`config.mk`:
```
export PLATFORM = sky130hd
export DESIGN_NAME = outport_out_interface_ctrl_flat
export DESIGN_NICKNAME = d
export VERILOG_FILES = /design/src/rtl/outport_out_interface_ctrl_pkg.sv /design/src/rtl/outport_out_interface_ctrl_if.sv /design/src/rtl/credit_counter.sv /design/src/rtl/outport_out_interface_ctrl.sv /design/src/flat_wrapper.sv
export SDC_FILE = /design/constraint.sdc
export NUM_CORES = 1
export LEC_CHECK = 0
export CAP_MARGIN = 20
export CORE_ASPECT_RATIO = 0.75
export CORE_MARGIN = 2
export CORE_UTILIZATION = 45
export CTS_BUF_LIST = sky130_fd_sc_hd__clkbuf_4 sky130_fd_sc_hd__clkbuf_8 sky130_fd_sc_hd__clkbuf_16
export CTS_CLUSTER_DIAMETER = 80
export DETAILED_ROUTE_END_ITERATION = 6
export GPL_TIMING_DRIVEN = 0
export PLACE_DENSITY = 0.8
export SLEW_MARGIN = 15
export SYNTH_ARGS = -nofsm -noshare
export SYNTH_HDL_FRONTEND = slang
export SYNTH_SLANG_ARGS = --single-unit
```
`constraint.sdc`:
```
create_clock -name clk -period 3 [get_ports clk]
set_clock_uncertainty 0.05 [all_clocks]
set_input_delay 0.6 -clock clk [delete_from_list [all_inputs] [get_ports clk]]
set_output_delay 0.6 -clock clk [all_outputs]
set_load 0.005 [all_outputs]
```
`src/rtl/outport_out_interface_ctrl_pkg.sv`:
```
`default_nettype none
// ============================================================================
// Module  : outport_out_interface_ctrl_pkg
// Brief   : Shared router definitions: output-port FSM encodings, credit
//           defaults and packet-length helper.
// Revision: 1.0 - initial release
// ============================================================================
package outport_out_interface_ctrl_pkg;

  // Width of the credit counter and of the packet-length fields.
  localparam int CREDIT_W        = 4;
  localparam int LEN_W           = 4;
  // Downstream input-buffer depth used when an instance does not override it.
  localparam int CREDITS_DEFAULT = 4;

  // Output-port FSM encodings; the input-port side decodes the same values.
  typedef enum logic [1:0] {
    ST_IDLE = 2'b00,
    ST_REQ  = 2'b01,
    ST_SEND = 2'b10,
    ST_DONE = 2'b11
  } state_t;

  // A zero-length packet still carries one flit (header-only packet).
  function automatic logic [LEN_W-1:0] eff_len(input logic [LEN_W-1:0] n);
    return (n == '0) ? LEN_W'(1) : n;
  endfunction

endpackage
`default_nettype wire

```
`src/rtl/outport_out_interface_ctrl_if.sv`:
```
`default_nettype none
// ============================================================================
// Module  : outport_out_interface_ctrl_if
// Brief   : Crossbar/link bundle of the output-port controller. The master
//           modport is the controller; the slave modport is its environment
//           (crossbar, arbiter and downstream input port).
// Revision: 1.0 - initial release
// ============================================================================
interface outport_out_interface_ctrl_if
  import outport_out_interface_ctrl_pkg::*;
#(
  parameter int FLIT_W = 16
) ();

  logic              pkt_valid;
  logic [LEN_W-1:0]  num_flits;
  logic [FLIT_W-1:0] flit_in;
  logic              flit_in_valid;
  logic              flit_in_ready;
  logic              req;
  logic              ack;
  logic              credit_in;
  logic [FLIT_W-1:0] flit_out;
  logic              flit_out_valid;
  state_t            state;
  logic              done;

  modport master (
    input  pkt_valid, num_flits, flit_in, flit_in_valid, ack, credit_in,
    output flit_in_ready, req, flit_out, flit_out_valid, state, done
  );

  modport slave (
    output pkt_valid, num_flits, flit_in, flit_in_valid, ack, credit_in,
    input  flit_in_ready, req, flit_out, flit_out_valid, state, done
  );

endinterface
`default_nettype wire

```
`src/rtl/credit_counter.sv`:
```
`default_nettype none
// ============================================================================
// Module  : credit_counter
// Brief   : Saturating downstream-credit counter. Starts full, counts down on
//           each flit sent and up on each returned credit; a simultaneous
//           send and return leaves the count unchanged.
// Revision: 1.0 - initial release
// ============================================================================
module credit_counter
  import outport_out_interface_ctrl_pkg::*;
#(
  parameter int CREDITS = CREDITS_DEFAULT
) (
  input  logic                clk,
  input  logic                rst,
  input  logic                inc,
  input  logic                dec,
  output logic [CREDIT_W-1:0] count,
  output logic                nonzero
);

  localparam logic [CREDIT_W-1:0] c_max = CREDIT_W'(CREDITS);

  logic [CREDIT_W-1:0] r_count;

  // Credit bookkeeping: saturate at the buffer depth, never wrap below zero.
  always_ff @(posedge clk) begin
    if (rst) begin
      r_count <= c_max;
    end else if (inc && !dec) begin
      if (r_count != c_max) r_count <= r_count + CREDIT_W'(1);
    end else if (dec && !inc) begin
      if (r_count != '0) r_count <= r_count - CREDIT_W'(1);
    end
  end

  assign count   = r_count;
  assign nonzero = (r_count != '0);

endmodule
`default_nettype wire

```
`src/rtl/outport_out_interface_ctrl.sv`:
```
`default_nettype none
// ============================================================================
// Module  : outport_out_interface_ctrl
// Brief   : Router output-port controller. Handshakes with the downstream
//           input port, then streams one packet from the crossbar onto the
//           link under credit-based flow control.
// Revision: 1.0 - initial release
// ============================================================================
module outport_out_interface_ctrl
  import outport_out_interface_ctrl_pkg::*;
#(
  parameter int FLIT_W  = 16,
  parameter int CREDITS = CREDITS_DEFAULT
) (
  input  logic                          clk,
  input  logic                          rs,
  outport_out_interface_ctrl_if.master  bus
);

  state_t              r_state;
  state_t              w_next;
  logic [LEN_W-1:0]    r_len;
  logic [LEN_W-1:0]    r_cnt;
  logic [FLIT_W-1:0]   r_flit_out;
  logic                r_flit_out_valid;
  logic                w_req;
  logic                w_ready;
  logic                w_xfer;
  logic                w_last;
  logic                w_nonzero;
  logic [CREDIT_W-1:0] w_credit_count;

  // A flit moves only while sending and the downstream buffer has room.
  assign w_xfer = (r_state == ST_SEND) && bus.flit_in_valid && w_nonzero;
  assign w_last = (r_cnt == (r_len - LEN_W'(1)));

  credit_counter #(
    .CREDITS (CREDITS)
  ) u_credit_counter (
    .clk     (clk),
    .rst     (rs),
    .inc     (bus.credit_in),
    .dec     (w_xfer),
    .count   (w_credit_count),
    .nonzero (w_nonzero)
  );

  // Next-state decode and per-state handshake outputs.
  always_comb begin
    w_next  = r_state;
    w_req   = 1'b0;
    w_ready = 1'b0;
    case (r_state)
      ST_IDLE: begin
        if (bus.pkt_valid) w_next = ST_REQ;
      end
      ST_REQ: begin
        w_req = 1'b1;
        if (bus.ack) w_next = ST_SEND;
      end
      ST_SEND: begin
        w_ready = w_nonzero;
        if (w_xfer && w_last) w_next = ST_DONE;
      end
      ST_DONE: begin
        w_next = ST_IDLE;
      end
      default: begin
        w_next = ST_IDLE;
      end
    endcase
  end

  // State, packet length, flit count and link output registers.
  always_ff @(posedge clk) begin
    if (rs) begin
      r_state          <= ST_IDLE;
      r_len            <= LEN_W'(1);
      r_cnt            <= '0;
      r_flit_out       <= '0;
      r_flit_out_valid <= 1'b0;
    end else begin
      r_state          <= w_next;
      r_flit_out_valid <= w_xfer;
      if (w_xfer) r_flit_out <= bus.flit_in;
      if ((r_state == ST_IDLE) && bus.pkt_valid) r_len <= eff_len(bus.num_flits);
      if ((r_state == ST_REQ) && bus.ack) begin
        r_cnt <= '0;
      end else if (w_xfer) begin
        r_cnt <= r_cnt + LEN_W'(1);
      end
    end
  end

  assign bus.req            = w_req;
  assign bus.flit_in_ready  = w_ready;
  assign bus.flit_out       = r_flit_out;
  assign bus.flit_out_valid = r_flit_out_valid;
  assign bus.state          = r_state;
  assign bus.done           = (r_state == ST_DONE);

endmodule
`default_nettype wire
```
`src/flat_wrapper.sv`:
```
// flat-port wrapper written by rule: the top's interface ports become plain ports
module outport_out_interface_ctrl_flat import outport_out_interface_ctrl_pkg::*;
#(
  parameter int FLIT_W  = 16,
  parameter int CREDITS = CREDITS_DEFAULT
)
  (clk, rs, bus_pkt_valid, bus_num_flits, bus_flit_in, bus_flit_in_valid, bus_ack, bus_credit_in, bus_flit_in_ready, bus_req, bus_flit_out, bus_flit_out_valid, bus_state, bus_done);
  outport_out_interface_ctrl_if #(.FLIT_W(FLIT_W)) bus_i ();
  input  logic clk;
  input  logic rs;
  input wire logic [$bits(bus_i.pkt_valid)-1:0] bus_pkt_valid;
  input wire logic [$bits(bus_i.num_flits)-1:0] bus_num_flits;
  input wire logic [$bits(bus_i.flit_in)-1:0] bus_flit_in;
  input wire logic [$bits(bus_i.flit_in_valid)-1:0] bus_flit_in_valid;
  input wire logic [$bits(bus_i.ack)-1:0] bus_ack;
  input wire logic [$bits(bus_i.credit_in)-1:0] bus_credit_in;
  output wire logic [$bits(bus_i.flit_in_ready)-1:0] bus_flit_in_ready;
  output wire logic [$bits(bus_i.req)-1:0] bus_req;
  output wire logic [$bits(bus_i.flit_out)-1:0] bus_flit_out;
  output wire logic [$bits(bus_i.flit_out_valid)-1:0] bus_flit_out_valid;
  output wire logic [$bits(bus_i.state)-1:0] bus_state;
  output wire logic [$bits(bus_i.done)-1:0] bus_done;
  assign bus_i.pkt_valid = bus_pkt_valid;
  assign bus_i.num_flits = bus_num_flits;
  assign bus_i.flit_in = bus_flit_in;
  assign bus_i.flit_in_valid = bus_flit_in_valid;
  assign bus_i.ack = bus_ack;
  assign bus_i.credit_in = bus_credit_in;
  assign bus_flit_in_ready = bus_i.flit_in_ready;
  assign bus_req = bus_i.req;
  assign bus_flit_out = bus_i.flit_out;
  assign bus_flit_out_valid = bus_i.flit_out_valid;
  assign bus_state = bus_i.state;
  assign bus_done = bus_i.done;
  outport_out_interface_ctrl #(.FLIT_W(FLIT_W), .CREDITS(CREDITS)) u_core (.clk(clk), .rs(rs), .bus(bus_i));
endmodule
```
==> results.md, run 1 <==
* Period minus WS final at 2764 ps
* Footprint of the flip-flops and latches at 620.6 µm²
* Adder and majority gate portion of the synthesized area at 8.436%
* DRT Wirelength at 3374 µm
* Number of synthesis warnings at 0
* Largest cells by area after synthesis: sky130_fd_sc_hd__dfxtp_1, sky130_fd_sc_hd__nand2_1, sky130_fd_sc_hd__a21oi_1
* Crit-path max FO at 10
* Antenna violations before repair at 0
* Area used by multi-input combinational logic at 750.7 µm²
* Count of pins on the block boundary at 48
* Clock Sinks at 31
* Synthesized-area fraction occupied by ao, oa, aoi and oai cells at 13.53%
* Slew at the pin closest to its max-slew limit at 496.2 ps
* Number of buffers created by CTS at 5
* Post-synthesis share of cell area spent on xor and xnor gates at 7.381%
* Setup violations, final at 0
* Worst setup SP type: flop
* Synth Instances at 165
* Vias in the first global route at 1246
* Initial core utilization at 47.82%
* Largest family of logic cells by synthesized area: simple AND/OR/NAND/NOR gates
* Worst Setup SP: u_core.u_credit_counter.count[0]
* Total global routing overflow at 0
* Starting DRT DRC Count at 39
* Critical path, cell by cell: o41a_1 > nand2_1 > buf_4 > buf_4 > nand2_2 > ha_1 > a21o_2 > a21oi_1 > mux2i_1 > xor2_1 > nor2_1
* Clock latency of the later-clocked register in the worst-skew pair at 270 ps
* Clock tree root buffer cell: sky130_fd_sc_hd__clkbuf_8
* Result of the run: finished clean
* Wirelength per Cell at 12.98 µm
* Layout cell share with drive strength beyond 1 at 9.009%
* Clock Path Buffers at 2
* Fmax at 0.3617 GHz
* Hold buffers post-CTS at 0
* Final hold violation count at 0
* Post-synthesis share of cell area spent on and, or, nand and nor gates at 21.09%
* Height of the die at 52.72 µm
* Number of maximum-capacitance violations at 0
* Class of the tightest hold or removal check: reg2reg
* Sum Neg Setup Slack at 0 ps
* Fill cell total of the finished layout at 232
* Number of nets produced by synthesis at 200
* Number of synthesized register bits at 31
* Origin of the critical flop-to-flop path: u_core.u_credit_counter.count[0]
* Leakage at 0.8090 nW
* Required @ worst endpoint at 3110 ps
* Global-route wire length before repair at 5444 µm
* Core area at 2978 µm²
* Post-detailed-placement half-perimeter wirelength at 2568 µm
* Pwr dens at 769.3 nW/µm²
* Worst Path Arrival at 2870 ps
* DR pass1 iterations at 4
* Cell type with the highest aggregate area in the netlist: sky130_fd_sc_hd__dfxtp_1
* Clock-pin slew on the worst setup and hold paths at 60 ps
* Worst voltage drop across the vdd grid at 0.3669 mV
* Number of antenna diodes at 0
* CTS H-tree lvls at 2
* Min Hold Slack at 404.9 ps
* Most frequent standard cell in the layout excluding fill and tap cells: sky130_fd_sc_hd__clkdlybuf4s50_1
* Via-per-instance ratio at 4.988
* Maximum number of pins on one net before global-route repair at 11
* DRC viols at 0
* Worst path max stage delay at 490 ps
* Growth of design area from synthesis to finish at 44.90%
* Normalized max-slew margin at 66.92%
* Setup Crit Path Kind: reg2reg
* Post-synthesis cell area at 1424 µm²
* Launch instance of the worst min-delay path: u_core.bus.flit_out[1]
* # port buffers at 47
* Number of slew-limit violations in the final report at 0
* Multiplexer fraction of the synthesized cell area at 2.109%
* Die width at 68.95 µm
* Via count of the routed design at 1297
* Distinct cells, synth at 31
* Total routing resource utilization after global routing at 20.76%
* Commonest non-fill, non-tap cells in the layout: sky130_fd_sc_hd__clkdlybuf4s50_1, sky130_fd_sc_hd__nand2_1, sky130_fd_sc_hd__dfxtp_1
* Fin nets at 256
* Clock tree from TritonCTS: done
* Share of the clock period used by the worst path after layout at 92.15%
* Row cnt at 17
* Area share of the leading cell type in the synthesized netlist at 43.59%
* Routability congestion estimate at 0.7406
* Crit path capture type: flop
* Post-detailed-route count of antenna-violating nets at 0
* Sequential element share of the synthesized area at 43.59%
* Per-instance average area after synthesis at 8.629 µm²
* Slowest library cell on the worst path: sky130_fd_sc_hd__o41a_1
* Die area at 3635 µm²
* Unrepaired setup endpoints after global routing: false
* Most used cell, CP: sky130_fd_sc_hd__buf_4
[kinds of logic after synthesis]
group	count (synthesis)
and+or+nand+nor	69
DFF	31
AOI/OAI and AO/OA	29
xor gates and xnor gates	12
buffers and inverters	12
adders and majority gates	9
muxes	3
[per-stage QoR]
stage	setup slack [ps]	instance area, µm²	instances	power [mW]	utilization (%)
finish	235.6	2063	260	1.587	69.29
CTS	135.9	2046	258	1.582	68.70
floorplan	387.6	1424	165	0.9853	-
global route	18.63	2063	260	1.710	69.29
detailed placement	-64.39	1942	250	1.216	65.21
global placement	-24.18	1942	250	1.175	65.21
[layer usage]
metal / wire length, µm / vias to the layer above / part of all wire (%) / global-route usage [%]
met5: 0 / - / 0 / 0
met1: 1444 / 602 / 43 / 23.31
li1: - / 655 / - / -
met3: 208 / 4 / 6.2 / 7.312
met4: 33 / 0 / 0.98 / 6.863
met2: 1688 / 36 / 50 / 36.38
[cells in the mapped netlist]
| library cell | instances |
|---|---|
| sky130_fd_sc_hd__nand2_1 | 41 |
| sky130_fd_sc_hd__dfxtp_1 | 31 |
| sky130_fd_sc_hd__a21oi_1 | 21 |
| sky130_fd_sc_hd__nor2_1 | 10 |
| sky130_fd_sc_hd__ha_1 | 8 |
| sky130_fd_sc_hd__xor2_1 | 7 |
| sky130_fd_sc_hd__inv_1 | 5 |
| sky130_fd_sc_hd__nor3_1 | 5 |
| sky130_fd_sc_hd__xnor2_1 | 5 |
| sky130_fd_sc_hd__nand3_1 | 4 |
| sky130_fd_sc_hd__mux2i_1 | 3 |
| sky130_fd_sc_hd__buf_2 | 2 |
| sky130_fd_sc_hd__buf_4 | 2 |
| sky130_fd_sc_hd__clkbuf_1 | 2 |
| sky130_fd_sc_hd__nand2b_1 | 2 |
| sky130_fd_sc_hd__nor2b_1 | 2 |
| sky130_fd_sc_hd__a211o_1 | 1 |
| sky130_fd_sc_hd__a211oi_1 | 1 |
| sky130_fd_sc_hd__a21o_1 | 1 |
| sky130_fd_sc_hd__a21o_2 | 1 |
| sky130_fd_sc_hd__a221oi_4 | 1 |
| sky130_fd_sc_hd__and2_2 | 1 |
| sky130_fd_sc_hd__and3_2 | 1 |
| sky130_fd_sc_hd__buf_1 | 1 |
| sky130_fd_sc_hd__fa_1 | 1 |
| sky130_fd_sc_hd__nand4_1 | 1 |
| sky130_fd_sc_hd__nor2_4 | 1 |
| sky130_fd_sc_hd__nor4_1 | 1 |
| sky130_fd_sc_hd__o21bai_1 | 1 |
| sky130_fd_sc_hd__o32a_1 | 1 |
| sky130_fd_sc_hd__o41a_1 | 1 |
[report_power, final]
part           internal (mW)  switching, mW  leakage (nW)  total (mW)
Clock                  0.218          0.145        0.0549       0.363
Sequential             0.491         0.0821         0.252       0.573
Combinational          0.353          0.298         0.502       0.652
[critical path: cells and delay by family (launching register included)]
family          cells  cell delay (ps)
buf+inv             2              370
mux                 1              230
compound gates      3              860
fa+ha+maj           1              320
xor+xnor            1              170
simple gates        3              270
flops               1              380
[state kept, by name, summed over array words and instances, names as in the netlist]
| signal | count |
|---|---|
| u_core.bus.flit_out | 16 |
| u_core.bus.flit_out_valid | 1 |
| u_core.bus.state | 2 |
| u_core.r_cnt | 4 |
| u_core.r_len | 4 |
| u_core.u_credit_counter.count | 4 |
[final cells by class]
type / count / area share [%]
multi-input cells: 122 / 36.39
flip-flops and latches: 31 / 30.08
repair buffers: 49 / 23.53
clock buffers: 8 / 5.033
well taps: 38 / 2.304
plain buffers: 7 / 1.759
inverters: 5 / 0.9096
[worst paths after layout]
path / to / slack, ps / depth (start not counted)
min: u_core.bus.flit_out[1] / 400 / 2
max reg2reg: u_core.u_credit_counter.count[3] / 240 / 11
min reg2reg: u_core.bus.flit_out[1] / 400 / 2
max: u_core.u_credit_counter.count[3] / 240 / 11
[repair_timing]
action                                 in CTS  in global routing
endpoints found under the hold margin       0                  0
gates resized for setup                     0                  1
setup buffers                               0                  2
setup endpoints to repair                   0                  1
(Power assumes the default switching activity.)
==> inputs of run 2 (changes only) <==
--- a/config.mk
+++ b/config.mk
@@ -7,13 +7,14 @@
 export LEC_CHECK = 0
 export CAP_MARGIN = 20
 export CORE_ASPECT_RATIO = 0.75
-export CORE_MARGIN = 2
-export CORE_UTILIZATION = 45
+export CORE_MARGIN = 4
+export CORE_UTILIZATION = 23
 export CTS_BUF_LIST = sky130_fd_sc_hd__clkbuf_4 sky130_fd_sc_hd__clkbuf_8 sky130_fd_sc_hd__clkbuf_16
 export CTS_CLUSTER_DIAMETER = 80
+export CTS_CLUSTER_SIZE = 10
 export DETAILED_ROUTE_END_ITERATION = 6
 export GPL_TIMING_DRIVEN = 0
-export PLACE_DENSITY = 0.8
+export PLACE_DENSITY = 0.47
 export SLEW_MARGIN = 15
 export SYNTH_ARGS = -nofsm -noshare
 export SYNTH_HDL_FRONTEND = slang
==> results.md, run 2 (same netlist as run 1, synthesis figures left out) <==
* Height of the die at 76.14 µm
* Wirelength per Cell at 11.68 µm
* Most frequent standard cell in the layout excluding fill and tap cells: sky130_fd_sc_hd__clkdlybuf4s50_1
* Period minus WS final at 2708 ps
* Crit path capture type: flop
* Share of the clock period used by the worst path after layout at 90.26%
* Clock Sinks at 31
* Dpl cell area at 1992 µm²
* Final hold violation count at 0
* Worst voltage drop across the vdd grid at 0.2340 mV
* Number of buffers created by CTS at 5
* Min Hold Slack at 404.4 ps
* Crit-path max FO at 19
* Flip-flop count of the largest register after layout at 16
* Count of pins on the block boundary at 48
* Number of slew-limit violations in the final report at 0
* Leakage at 0.7954 nW
* Origin of the critical flop-to-flop path: u_core.bus.state[0]
* Required @ worst endpoint at 3090 ps
* Pwr dens at 738.0 nW/µm²
* Growth of design area from synthesis to finish at 46.40%
* Hold Path Cell Cnt at 2
* Via-per-instance ratio at 4.201
* Fill cell total of the finished layout at 626
* Launch instance of the worst min-delay path: u_core.bus.flit_out[4]
* Setup Crit Path Kind: reg2reg
* Critical path, cell by cell: inv_1 > ha_1 > o41a_1 > nand2_1 > buf_6 > nand2_1 > ha_1 > a21o_2 > a21oi_1 > mux2i_1 > xor2_1 > nor2_1
* Layout cell share with drive strength beyond 1 at 7.727%
* Sink of the worst hold path: u_core.bus.flit_out[4]
* Clock latency of the later-clocked register in the worst-skew pair at 270 ps
* Core area at 5916 µm²
* Slowest library cell on the worst path: sky130_fd_sc_hd__dfxtp_1
* Sum Neg Setup Slack at 0 ps
* Total routing resource utilization after global routing at 9.309%
* Total global routing overflow at 0
* Die area at 7527 µm²
* Register-to-Register Path Depth at 12
* Clock-pin slew on the worst setup and hold paths at 60 ps
* Die width at 98.86 µm
* Initial core utilization at 24.07%
* Worst Path Arrival at 2800 ps
* R2r setup slk at 290 ps
* Global-route wire length before repair at 5727 µm
* Commonest non-fill, non-tap cells in the layout: sky130_fd_sc_hd__clkdlybuf4s50_1, sky130_fd_sc_hd__nand2_1, sky130_fd_sc_hd__dfxtp_1
* Layout Utilization at 35.24%
* Clock tree root buffer cell: sky130_fd_sc_hd__clkbuf_8
* Post-detailed-route count of antenna-violating nets at 0
* Hold buffers post-CTS at 0
* Finished layout cell area at 2085 µm²
* Post-detailed-placement half-perimeter wirelength at 2614 µm
* Normalized max-slew margin at 63.30%
* Fmax at 0.3693 GHz
* CTS H-tree lvls at 2
* Slew at the pin closest to its max-slew limit at 550.5 ps
* Routability congestion estimate at 0.7085
* Class of the tightest hold or removal check: reg2reg
* Critical R2R Capture: u_core.u_credit_counter.count[3]
* Unrepaired setup endpoints after global routing: false
* Maximum number of pins on one net before global-route repair at 11
* Row cnt at 24
* Fin nets at 254
* Setup violations, final at 0
* Clock Path Buffers at 2
* Via count of the routed design at 1252
* Worst Setup SP: u_core.bus.state[0]
* Clock tree from TritonCTS: done
* Total power at 1.538 mW
* Antenna violations before repair at 0
* DRT Wirelength at 3482 µm
* Vias in the first global route at 1166
* DRC viols at 0
* Worst path max stage delay at 390 ps
* Worst setup SP type: flop
* Starting DRT DRC Count at 33
* Number of maximum-capacitance violations at 0
* Result of the run: finished clean
* # port buffers at 47
* DR pass1 iterations at 6
* Number of antenna diodes at 0
[run 2: cell type report]
type                            count  area [µm²]  area share [%]
Sequential cell                    31       620.6           29.77
Clock buffer                        7       83.83           4.022
Multi-Input combinational cell    122       748.2           35.89
Buffer                              6       32.53           1.561
Clock inverter                      1       5.005          0.2401
Tap cell                           78       97.59           4.682
Timing Repair Buffer               48       478.0           22.93
Inverter                            5       18.77          0.9004
[run 2: how the worst max path moves through the flow]
stage	end	slack (ps)
final	u_core.u_credit_counter.count[3]	290
after global routing	u_core.u_credit_counter.count[3]	30
after CTS	u_core.u_credit_counter.count[3]	90
after detailed placement	u_core.u_credit_counter.count[3]	-70
after global placement	u_core.u_credit_counter.count[3]	-90
after floorplan	u_core.u_credit_counter.count[3]	390
[run 2: per-layer routing]
layer	GRT usage [%]	vias up	wire length [µm]
li1	-	655	-
met1	12.98	568	1833
met2	13.54	27	1449
met3	3.843	2	194
met4	1.637	0	4
met5	0	-	0
[run 2: metrics by stage]
stage | instances | setup WS [ps]
4_1_cts | 298 | 92.88
2_1_floorplan | 165 | 387.6
6_report | 298 | 292.1
5_1_grt | 298 | 32.77
3_5_place_dp | 290 | -72.11
3_3_place_gp | 290 | -94.48
[run 2: worst max-delay path, delay by kind of cell (launching register included)]
kind            cells  cell delay [ps]
compound gates      3              550
xor+xnor            1              160
fa+ha+maj           2              560
buf+inv             2              300
flops               1              390
mux                 1              240
simple gates        3              330
[run 2: timing repair]
| item | CTS | global route |
|---|---|---|
| buffers inserted | 0 | 1 |
| gates resized for setup | 0 | 1 |
| setup endpoints to repair | 0 | 1 |
[run 2: power by group]
group	internal (mW)	switching, mW	leakage, nW	total [mW]
sequential	0.491	0.0816	0.252	0.572
combinational	0.344	0.293	0.495	0.636
clock	0.181	0.149	0.0491	0.330
